**config.mk**
```make
export PLATFORM = sky130hd
export DESIGN_NAME = clkctrl_sched_flat
export DESIGN_NICKNAME = d
export VERILOG_FILES = /design/src/rtl/clkctrl_sched_if.sv /design/src/rtl/clkctrl_sched.sv /design/src/flat_wrapper.sv
export SDC_FILE = /design/constraint.sdc
export NUM_CORES = 1
export LEC_CHECK = 0
export CAP_MARGIN = 20
export CORE_ASPECT_RATIO = 0.75
export CORE_MARGIN = 1.5
export CORE_UTILIZATION = 50
export CTS_CLUSTER_SIZE = 14
export DETAILED_ROUTE_END_ITERATION = 7
export PLACE_DENSITY = 0.74
export SKIP_LAST_GASP = 1
export SLEW_MARGIN = 0
export SYNTH_ARGS = -nofsm -noshare
export SYNTH_HDL_FRONTEND = slang
export SYNTH_SLANG_ARGS = --single-unit
```
**constraint.sdc**
```tcl
create_clock -name hsclk_in -period 2.65 [get_ports hsclk_in]
set_clock_uncertainty 0.2 [all_clocks]
set_input_delay 0.265 -clock hsclk_in [delete_from_list [all_inputs] [get_ports hsclk_in]]
set_output_delay 0.265 -clock hsclk_in [all_outputs]
set_load 0.05 [all_outputs]
```
**src/rtl/clkctrl_sched_if.sv**
```systemverilog
// clkctrl_sched_if: request/feedback bundle between the clock scheduler,
// its software/hardware requesters and the dual-clock switch.
// master = requester side plus switch feedback, slave = scheduler.
interface clkctrl_sched_if;
  logic       turbo_en;
  logic       slow_req;
  logic       div_sel_wr;
  logic [1:0] div_sel_req;
  logic       hsclk_selected_in;
  logic       lsclk_selected_in;
  logic       hsclk_sel;
  logic [1:0] cpuclk_div_sel;
  logic       slow_ack;
  logic       busy;
  logic       timeout_err;

  modport master (
    output turbo_en, slow_req, div_sel_wr, div_sel_req,
           hsclk_selected_in, lsclk_selected_in,
    input  hsclk_sel, cpuclk_div_sel, slow_ack, busy, timeout_err
  );

  modport slave (
    input  turbo_en, slow_req, div_sel_wr, div_sel_req,
           hsclk_selected_in, lsclk_selected_in,
    output hsclk_sel, cpuclk_div_sel, slow_ack, busy, timeout_err
  );
endinterface

```
**src/rtl/clkctrl_sched.sv**
```systemverilog
// clkctrl_sched: sequencer for the dual-clock CPU clock switch.
// Arbitrates slow-access requests, divider writes and turbo permission,
// and only starts a new clock transition once the switch has confirmed
// the previous one. Everything runs on hsclk_in; switch feedback is
// resynchronised internally.
// Optional handshake watchdog: define CLKSCHED_TIMEOUT_EN.
module clkctrl_sched #(
  parameter int LS_DWELL    = 16,
  parameter int SW_TIMEOUT  = 255,
  parameter int SYNC_STAGES = 2
) (
  input  logic            hsclk_in,
  input  logic            rst_b,
  clkctrl_sched_if.slave  bus
);

  typedef enum logic [1:0] {
    LS_RUN = 2'd0,
    TO_HS  = 2'd1,
    HS_RUN = 2'd2,
    TO_LS  = 2'd3
  } state_t;

  localparam logic [7:0] DWELL_INIT = 8'(LS_DWELL);

  state_t                 state;
  state_t                 state_nxt;
  logic [SYNC_STAGES-1:0] hs_sync;
  logic [SYNC_STAGES-1:0] ls_sync;
  logic                   hs_s;
  logic                   ls_s;
  logic                   div_pend;
  logic [1:0]             div_code;
  logic [1:0]             div_nxt;
  logic [7:0]             dwell_cnt;
  logic                   apply_div;
  logic                   dwell_reload;
  logic                   hsclk_sel_q;
  logic [1:0]             div_sel_q;
  logic                   slow_ack_q;
  logic                   busy_q;
  logic                   to_hit;
  logic                   hs_inhibit;

  assign hs_s = hs_sync[SYNC_STAGES-1];
  assign ls_s = ls_sync[SYNC_STAGES-1];

  // Resynchronise the switch feedback; reset matches the switch's own reset (LS selected).
  always_ff @(posedge hsclk_in or negedge rst_b) begin
    if (!rst_b) begin
      hs_sync <= '0;
      ls_sync <= '1;
    end else begin
      hs_sync <= {hs_sync[SYNC_STAGES-2:0], bus.hsclk_selected_in};
      ls_sync <= {ls_sync[SYNC_STAGES-2:0], bus.lsclk_selected_in};
    end
  end

  // Next-state decision: slow_req beats a pending divider, which beats turbo.
  always_comb begin
    state_nxt    = state;
    apply_div    = 1'b0;
    dwell_reload = 1'b0;
    case (state)
      LS_RUN: begin
        if (div_pend) begin
          apply_div    = 1'b1;
          dwell_reload = 1'b1;
        end else if (bus.turbo_en && !bus.slow_req && (dwell_cnt == 8'd0) && !hs_inhibit) begin
          state_nxt = TO_HS;
        end
      end
      TO_HS: begin
        if (to_hit) begin
          state_nxt = TO_LS;
        end else if (hs_s && !ls_s) begin
          state_nxt = HS_RUN;
        end
      end
      HS_RUN: begin
        if (bus.slow_req || !bus.turbo_en || div_pend) begin
          state_nxt = TO_LS;
        end
      end
      TO_LS: begin
        if (ls_s && !hs_s) begin
          state_nxt    = LS_RUN;
          dwell_reload = 1'b1;
        end
      end
      default: state_nxt = LS_RUN;
    endcase
    div_nxt = apply_div ? div_code : div_sel_q;
  end

  // State, divider bookkeeping, dwell timer and all registered outputs.
  always_ff @(posedge hsclk_in or negedge rst_b) begin
    if (!rst_b) begin
      state       <= LS_RUN;
      hsclk_sel_q <= 1'b0;
      div_sel_q   <= 2'b10;
      slow_ack_q  <= 1'b0;
      busy_q      <= 1'b0;
      div_pend    <= 1'b0;
      div_code    <= 2'b10;
      dwell_cnt   <= DWELL_INIT;
    end else begin
      state       <= state_nxt;
      hsclk_sel_q <= (state_nxt == TO_HS) || (state_nxt == HS_RUN);
      busy_q      <= (state_nxt == TO_HS) || (state_nxt == TO_LS);
      slow_ack_q  <= (state_nxt == LS_RUN) && bus.slow_req;
      div_sel_q   <= div_nxt;
      if (bus.div_sel_wr) begin
        div_code <= bus.div_sel_req;
        div_pend <= (bus.div_sel_req != div_nxt);
      end else if (apply_div) begin
        div_pend <= 1'b0;
      end
      if (dwell_reload) begin
        dwell_cnt <= DWELL_INIT;
      end else if ((state == LS_RUN) && (dwell_cnt != 8'd0)) begin
        dwell_cnt <= dwell_cnt - 8'd1;
      end
    end
  end

`ifdef CLKSCHED_TIMEOUT_EN
  localparam logic [7:0] TO_LIMIT = 8'(SW_TIMEOUT);

  logic [7:0] to_cnt;
  logic       to_err_q;
  logic       inhibit_q;

  assign to_hit      = ((state == TO_HS) || (state == TO_LS)) && (to_cnt == TO_LIMIT);
  assign hs_inhibit  = inhibit_q;
  assign bus.timeout_err = to_err_q;

  // Handshake watchdog: a stuck HS entry falls back to LS and locks HS out until reset.
  always_ff @(posedge hsclk_in or negedge rst_b) begin
    if (!rst_b) begin
      to_cnt    <= 8'd0;
      to_err_q  <= 1'b0;
      inhibit_q <= 1'b0;
    end else begin
      if (((state_nxt == TO_HS) && (state != TO_HS)) ||
          ((state_nxt == TO_LS) && (state != TO_LS))) begin
        to_cnt <= 8'd0;
      end else if (((state == TO_HS) || (state == TO_LS)) && (to_cnt != TO_LIMIT)) begin
        to_cnt <= to_cnt + 8'd1;
      end
      if (to_hit) begin
        to_err_q <= 1'b1;
      end
      if (to_hit && (state == TO_HS)) begin
        inhibit_q <= 1'b1;
      end
    end
  end
`else
  // Without the watchdog handshakes wait forever; the limit comparison is constant false.
  assign to_hit          = (SW_TIMEOUT < 0);
  assign hs_inhibit      = 1'b0;
  assign bus.timeout_err = 1'b0;
`endif

  assign bus.hsclk_sel      = hsclk_sel_q;
  assign bus.cpuclk_div_sel = div_sel_q;
  assign bus.slow_ack       = slow_ack_q;
  assign bus.busy           = busy_q;

endmodule

```
**src/flat_wrapper.sv**
```systemverilog
// flat-port wrapper written by rule: the top's interface ports become plain ports
module clkctrl_sched_flat 
#(
  parameter int LS_DWELL    = 16,
  parameter int SW_TIMEOUT  = 255,
  parameter int SYNC_STAGES = 2
)
  (hsclk_in, rst_b, bus_turbo_en, bus_slow_req, bus_div_sel_wr, bus_div_sel_req, bus_hsclk_selected_in, bus_lsclk_selected_in, bus_hsclk_sel, bus_cpuclk_div_sel, bus_slow_ack, bus_busy, bus_timeout_err);
  clkctrl_sched_if bus_i ();
  input  logic hsclk_in;
  input  logic rst_b;
  input wire logic [$bits(bus_i.turbo_en)-1:0] bus_turbo_en;
  input wire logic [$bits(bus_i.slow_req)-1:0] bus_slow_req;
  input wire logic [$bits(bus_i.div_sel_wr)-1:0] bus_div_sel_wr;
  input wire logic [$bits(bus_i.div_sel_req)-1:0] bus_div_sel_req;
  input wire logic [$bits(bus_i.hsclk_selected_in)-1:0] bus_hsclk_selected_in;
  input wire logic [$bits(bus_i.lsclk_selected_in)-1:0] bus_lsclk_selected_in;
  output wire logic [$bits(bus_i.hsclk_sel)-1:0] bus_hsclk_sel;
  output wire logic [$bits(bus_i.cpuclk_div_sel)-1:0] bus_cpuclk_div_sel;
  output wire logic [$bits(bus_i.slow_ack)-1:0] bus_slow_ack;
  output wire logic [$bits(bus_i.busy)-1:0] bus_busy;
  output wire logic [$bits(bus_i.timeout_err)-1:0] bus_timeout_err;
  assign bus_i.turbo_en = bus_turbo_en;
  assign bus_i.slow_req = bus_slow_req;
  assign bus_i.div_sel_wr = bus_div_sel_wr;
  assign bus_i.div_sel_req = bus_div_sel_req;
  assign bus_i.hsclk_selected_in = bus_hsclk_selected_in;
  assign bus_i.lsclk_selected_in = bus_lsclk_selected_in;
  assign bus_hsclk_sel = bus_i.hsclk_sel;
  assign bus_cpuclk_div_sel = bus_i.cpuclk_div_sel;
  assign bus_slow_ack = bus_i.slow_ack;
  assign bus_busy = bus_i.busy;
  assign bus_timeout_err = bus_i.timeout_err;
  clkctrl_sched #(.LS_DWELL(LS_DWELL), .SW_TIMEOUT(SW_TIMEOUT), .SYNC_STAGES(SYNC_STAGES)) u_core (.hsclk_in(hsclk_in), .rst_b(rst_b), .bus(bus_i));
endmodule
```
==> qor.yml <==
outcome: "completed"
postSynth.asyncResetShare_pct: 100.0
report.final.slew_viol_count: 0
htree_num_levels: 1
max_slew.worst_pin.slew_ns: 0.5722
hold-worst-slack_ns: 0.07937
totalNegativeSetupSlack_ns: 0
cellPowerDensity_mw_per_mm2: 1148
synth-warning-count: 0
synth_top_flop_cell: "sky130_fd_sc_hd__dfrtp_1"
overflow: 0
buffer_type_at_the_clock_tree_root: "sky130_fd_sc_hd__clkbuf_4"
first_global_vias: 751
crit_path_cell_trace: "or4_1 > and4bb_2 > o21ai_0 > o21ai_0 > ha_1"
global_route.usage.total_pct: 17.93
cts_tree: "built"
cellInternalPower_w: 0.0008371
yosysTopAreaCell: "sky130_fd_sc_hd__dfrtp_1"
drc: 0
detail_route.iter0.violations: 11
report.final.hold_viol_count: 0
capturing_element_type_of_the_critical_path: "flop"
io_buffers: 13
regToRegSetupSlack_ns: 0.49
critical_path.startpoint_type: "flop"
seq_area_frac_synth_pct: 48.02
worst_r2r_startpoint: "u_core.dwell_cnt[5]"
die_width_um: 57.34
power.share.combinational_pct: 55.3
final_weighted_congestion_of_routability_driven_global_placement: 0.8779
critical_path_peak_fanout: 7
clock_power_share_pct: 10.2
core_region_area_sq_mm: 0.002049
synth_cell_types: 39
fin_total_pwr_w: 0.001491
area_share_of_the_leading_cell_type_in_the_synthesized_netlist_pct: 36.16
max-clock-path-buffers: 2
switchingPower_w: 0.0006538
cts.reportedPaths.clkPinSlew_ns: 0.11
hp-class: "input pin to asynchronous set/reset pin"
area_growth_from_synthesis_to_layout_pct: 17.29
top_count_cell_post_synth: "sky130_fd_sc_hd__dfrtp_1"
critical-path-slowest-cell: "sky130_fd_sc_hd__or4_1"
first_pass_iters: 4
netlist_top_cells_count: "sky130_fd_sc_hd__dfrtp_1, sky130_fd_sc_hd__ha_1, sky130_fd_sc_hd__inv_1, sky130_fd_sc_hd__a21oi_1, sky130_fd_sc_hd__nand2_1"
avgViaCountPerCell: 5.479
routed-via-count: 789
worst-r2r-cell-count: 5
worst_path_most_repeated_cell: "sky130_fd_sc_hd__o21ai_0"
std_cell_rows: 14
power.sequential.fraction_pct: 34.5
cts_repair_resize_count: 0
io_pins: 15
p_sw_share_pct: 43.85
crit_start: "u_core.dwell_cnt[5]"
grt_setup_unrepaired: "no"
holdBufCountCts: 0
max-vdd-ir-drop_v: 0.0007934
worst_ep_arrival_time_ns: 2.16
syn_inst: 103
die_height_um: 43.76
cts_inserted_buffers: 3
synth_seq_cells: 21
max-slew-margin-rel_pct: 61.85
critical_path_required_ns: 2.65
achievable-frequency_ghz: 0.4626
postRouteWirelength_um: 1876
static-leakage-power_nw: 0.5571
grt_first_pass_wirelength_um: 3236
place_inst: 140
synthTopCellsByArea: "sky130_fd_sc_hd__dfrtp_1, sky130_fd_sc_hd__dfstp_2, sky130_fd_sc_hd__ha_1"
max_stage_delay_ns: 0.67
die_area_sq_mm: 0.002509
pin_count_of_the_biggest_net_entering_global_routing: 22
max_cap_violations: 0
antennaDiodeCount: 0
ant_nets: 0
wl_per_cell_um: 13.03
dp_hpwl_um: 1474
syn_avg_cell_area_sq_um: 10.75
worstSetupPathType: "flop to flop"
layout_worst_path_cycle_share_pct: 81.58
timing.final.setup_violations: 0
clock-sinks: 21
clock_latency_on_the_worst_skew_pair_ns: 0.30
finish.net_count: 137
synth_nets: 119
synth_area_sq_mm: 0.001107
post_route_cells_drive_above_1_share_pct: 15.00
cp-endpoint: "u_core.bus.hsclk_sel"
grt_antenna_before_repair: 0
cts_post_setup_buffers_inserted: 0
finalWorstPathRequiredPeriod_ns: 2.162
rr_endpoint: "u_core.bus.hsclk_sel"
synth_enable_flop_cells: 0
finalNonFillerCells: 144
starting_density_of_the_core_pct: 54.03
worst min-delay path by stage:
stage / to / slack, ns
4_1_cts: u_core.bus.cpuclk_div_sel[0] / 0.08
2_1_floorplan: u_core.bus.cpuclk_div_sel[0] / -0.23
5_1_grt: u_core.bus.hsclk_sel / 0.08
6_report: u_core.div_pend / 0.08
3_5_place_dp: u_core.hs_sync[1] / 0.14
3_3_place_gp: u_core.hs_sync[1] / 0.13
layout by cell type (no fill, tap or decap), types with 3 or more instances in the layout:
| cell type | instances |
|---|---|
| sky130_fd_sc_hd__ha_1 | 7 |
| sky130_fd_sc_hd__mux2_2 | 3 |
| sky130_fd_sc_hd__dfstp_2 | 5 |
| sky130_fd_sc_hd__nor3b_1 | 3 |
| sky130_fd_sc_hd__dfrtp_1 | 16 |
| sky130_fd_sc_hd__clkdlybuf4s50_1 | 13 |
| sky130_fd_sc_hd__buf_4 | 3 |
| sky130_fd_sc_hd__nand2b_1 | 3 |
| sky130_fd_sc_hd__a21oi_1 | 6 |
| sky130_fd_sc_hd__nand2_1 | 6 |
| sky130_fd_sc_hd__clkbuf_4 | 3 |
| sky130_fd_sc_hd__inv_1 | 7 |
| sky130_fd_sc_hd__o21ai_0 | 5 |
| sky130_fd_sc_hd__nor2_1 | 5 |
power groups by stage:
stage / Clock, W / Sequential [W] / Combinational, W
CTS: 0.000159 / 0.000515 / 0.000829
global route: 0.000176 / 0.000533 / 0.000908
global placement: 0 / 0.000516 / 0.000805
finish: 0.000152 / 0.000514 / 0.000825
detailed placement: 0 / 0.000521 / 0.000825
floorplan: 0 / 0.000628 / 0.000504
metal layers:
layer | track usage [%] | vias up | part of all wire [%]
met2 | 27.27 | 9 | 43
met4 | 8.837 | 0 | 2.1
li1 | - | 401 | -
met5 | 0 | - | 0
met1 | 23.02 | 374 | 51
met3 | 6.269 | 5 | 3.3
layout make-up:
cell class	instances	area (sq um)
Tap cell	24	30.03
Timing Repair Buffer	16	152.6
Clock buffer	4	26.28
Multi-Input combinational cell	72	531.8
Inverter	7	26.28
Fill cell	174	750.7
Sequential cell	21	531.8
through the flow:
stage               area [sq um]  util [%]  setup slack, ns
floorplan                   1107         -           0.2205
finish                      1299     63.37           0.4881
CTS                         1299     63.37           0.4899
detailed placement          1272     62.09           0.4903
global route                1299     63.37           0.3851
global placement            1272     62.09           0.4643
worst max-delay path: cells and delay by family (launching register included):
family	cells	cell delay, ns
DFF	1	0.41
AOI/OAI and AO/OA	2	0.19
and+or+nand+nor	2	1.00
adders and majority gates	1	0.25
cell families after synthesis:
family	Yosys count	synth area share, %
buffers and inverters	10	3.956
and+or+nand+nor	31	16.16
xor gates and xnor gates	4	3.164
AOI/OAI and AO/OA	24	15.59
muxes	5	4.859
other	1	0.3387
DFF	21	48.02
adders and majority gates	7	7.909
state kept, by name, indices dropped and copies added, names as in the netlist:
name	cells
u_core.div_pend	1
u_core.bus.slow_ack	1
u_core.div_code	2
u_core.state	2
u_core.hs_sync	2
u_core.dwell_cnt	8
u_core.bus.cpuclk_div_sel	2
u_core.ls_sync	2
u_core.bus.hsclk_sel	1
No activity file was read; power rests on OpenSTA's default activity.
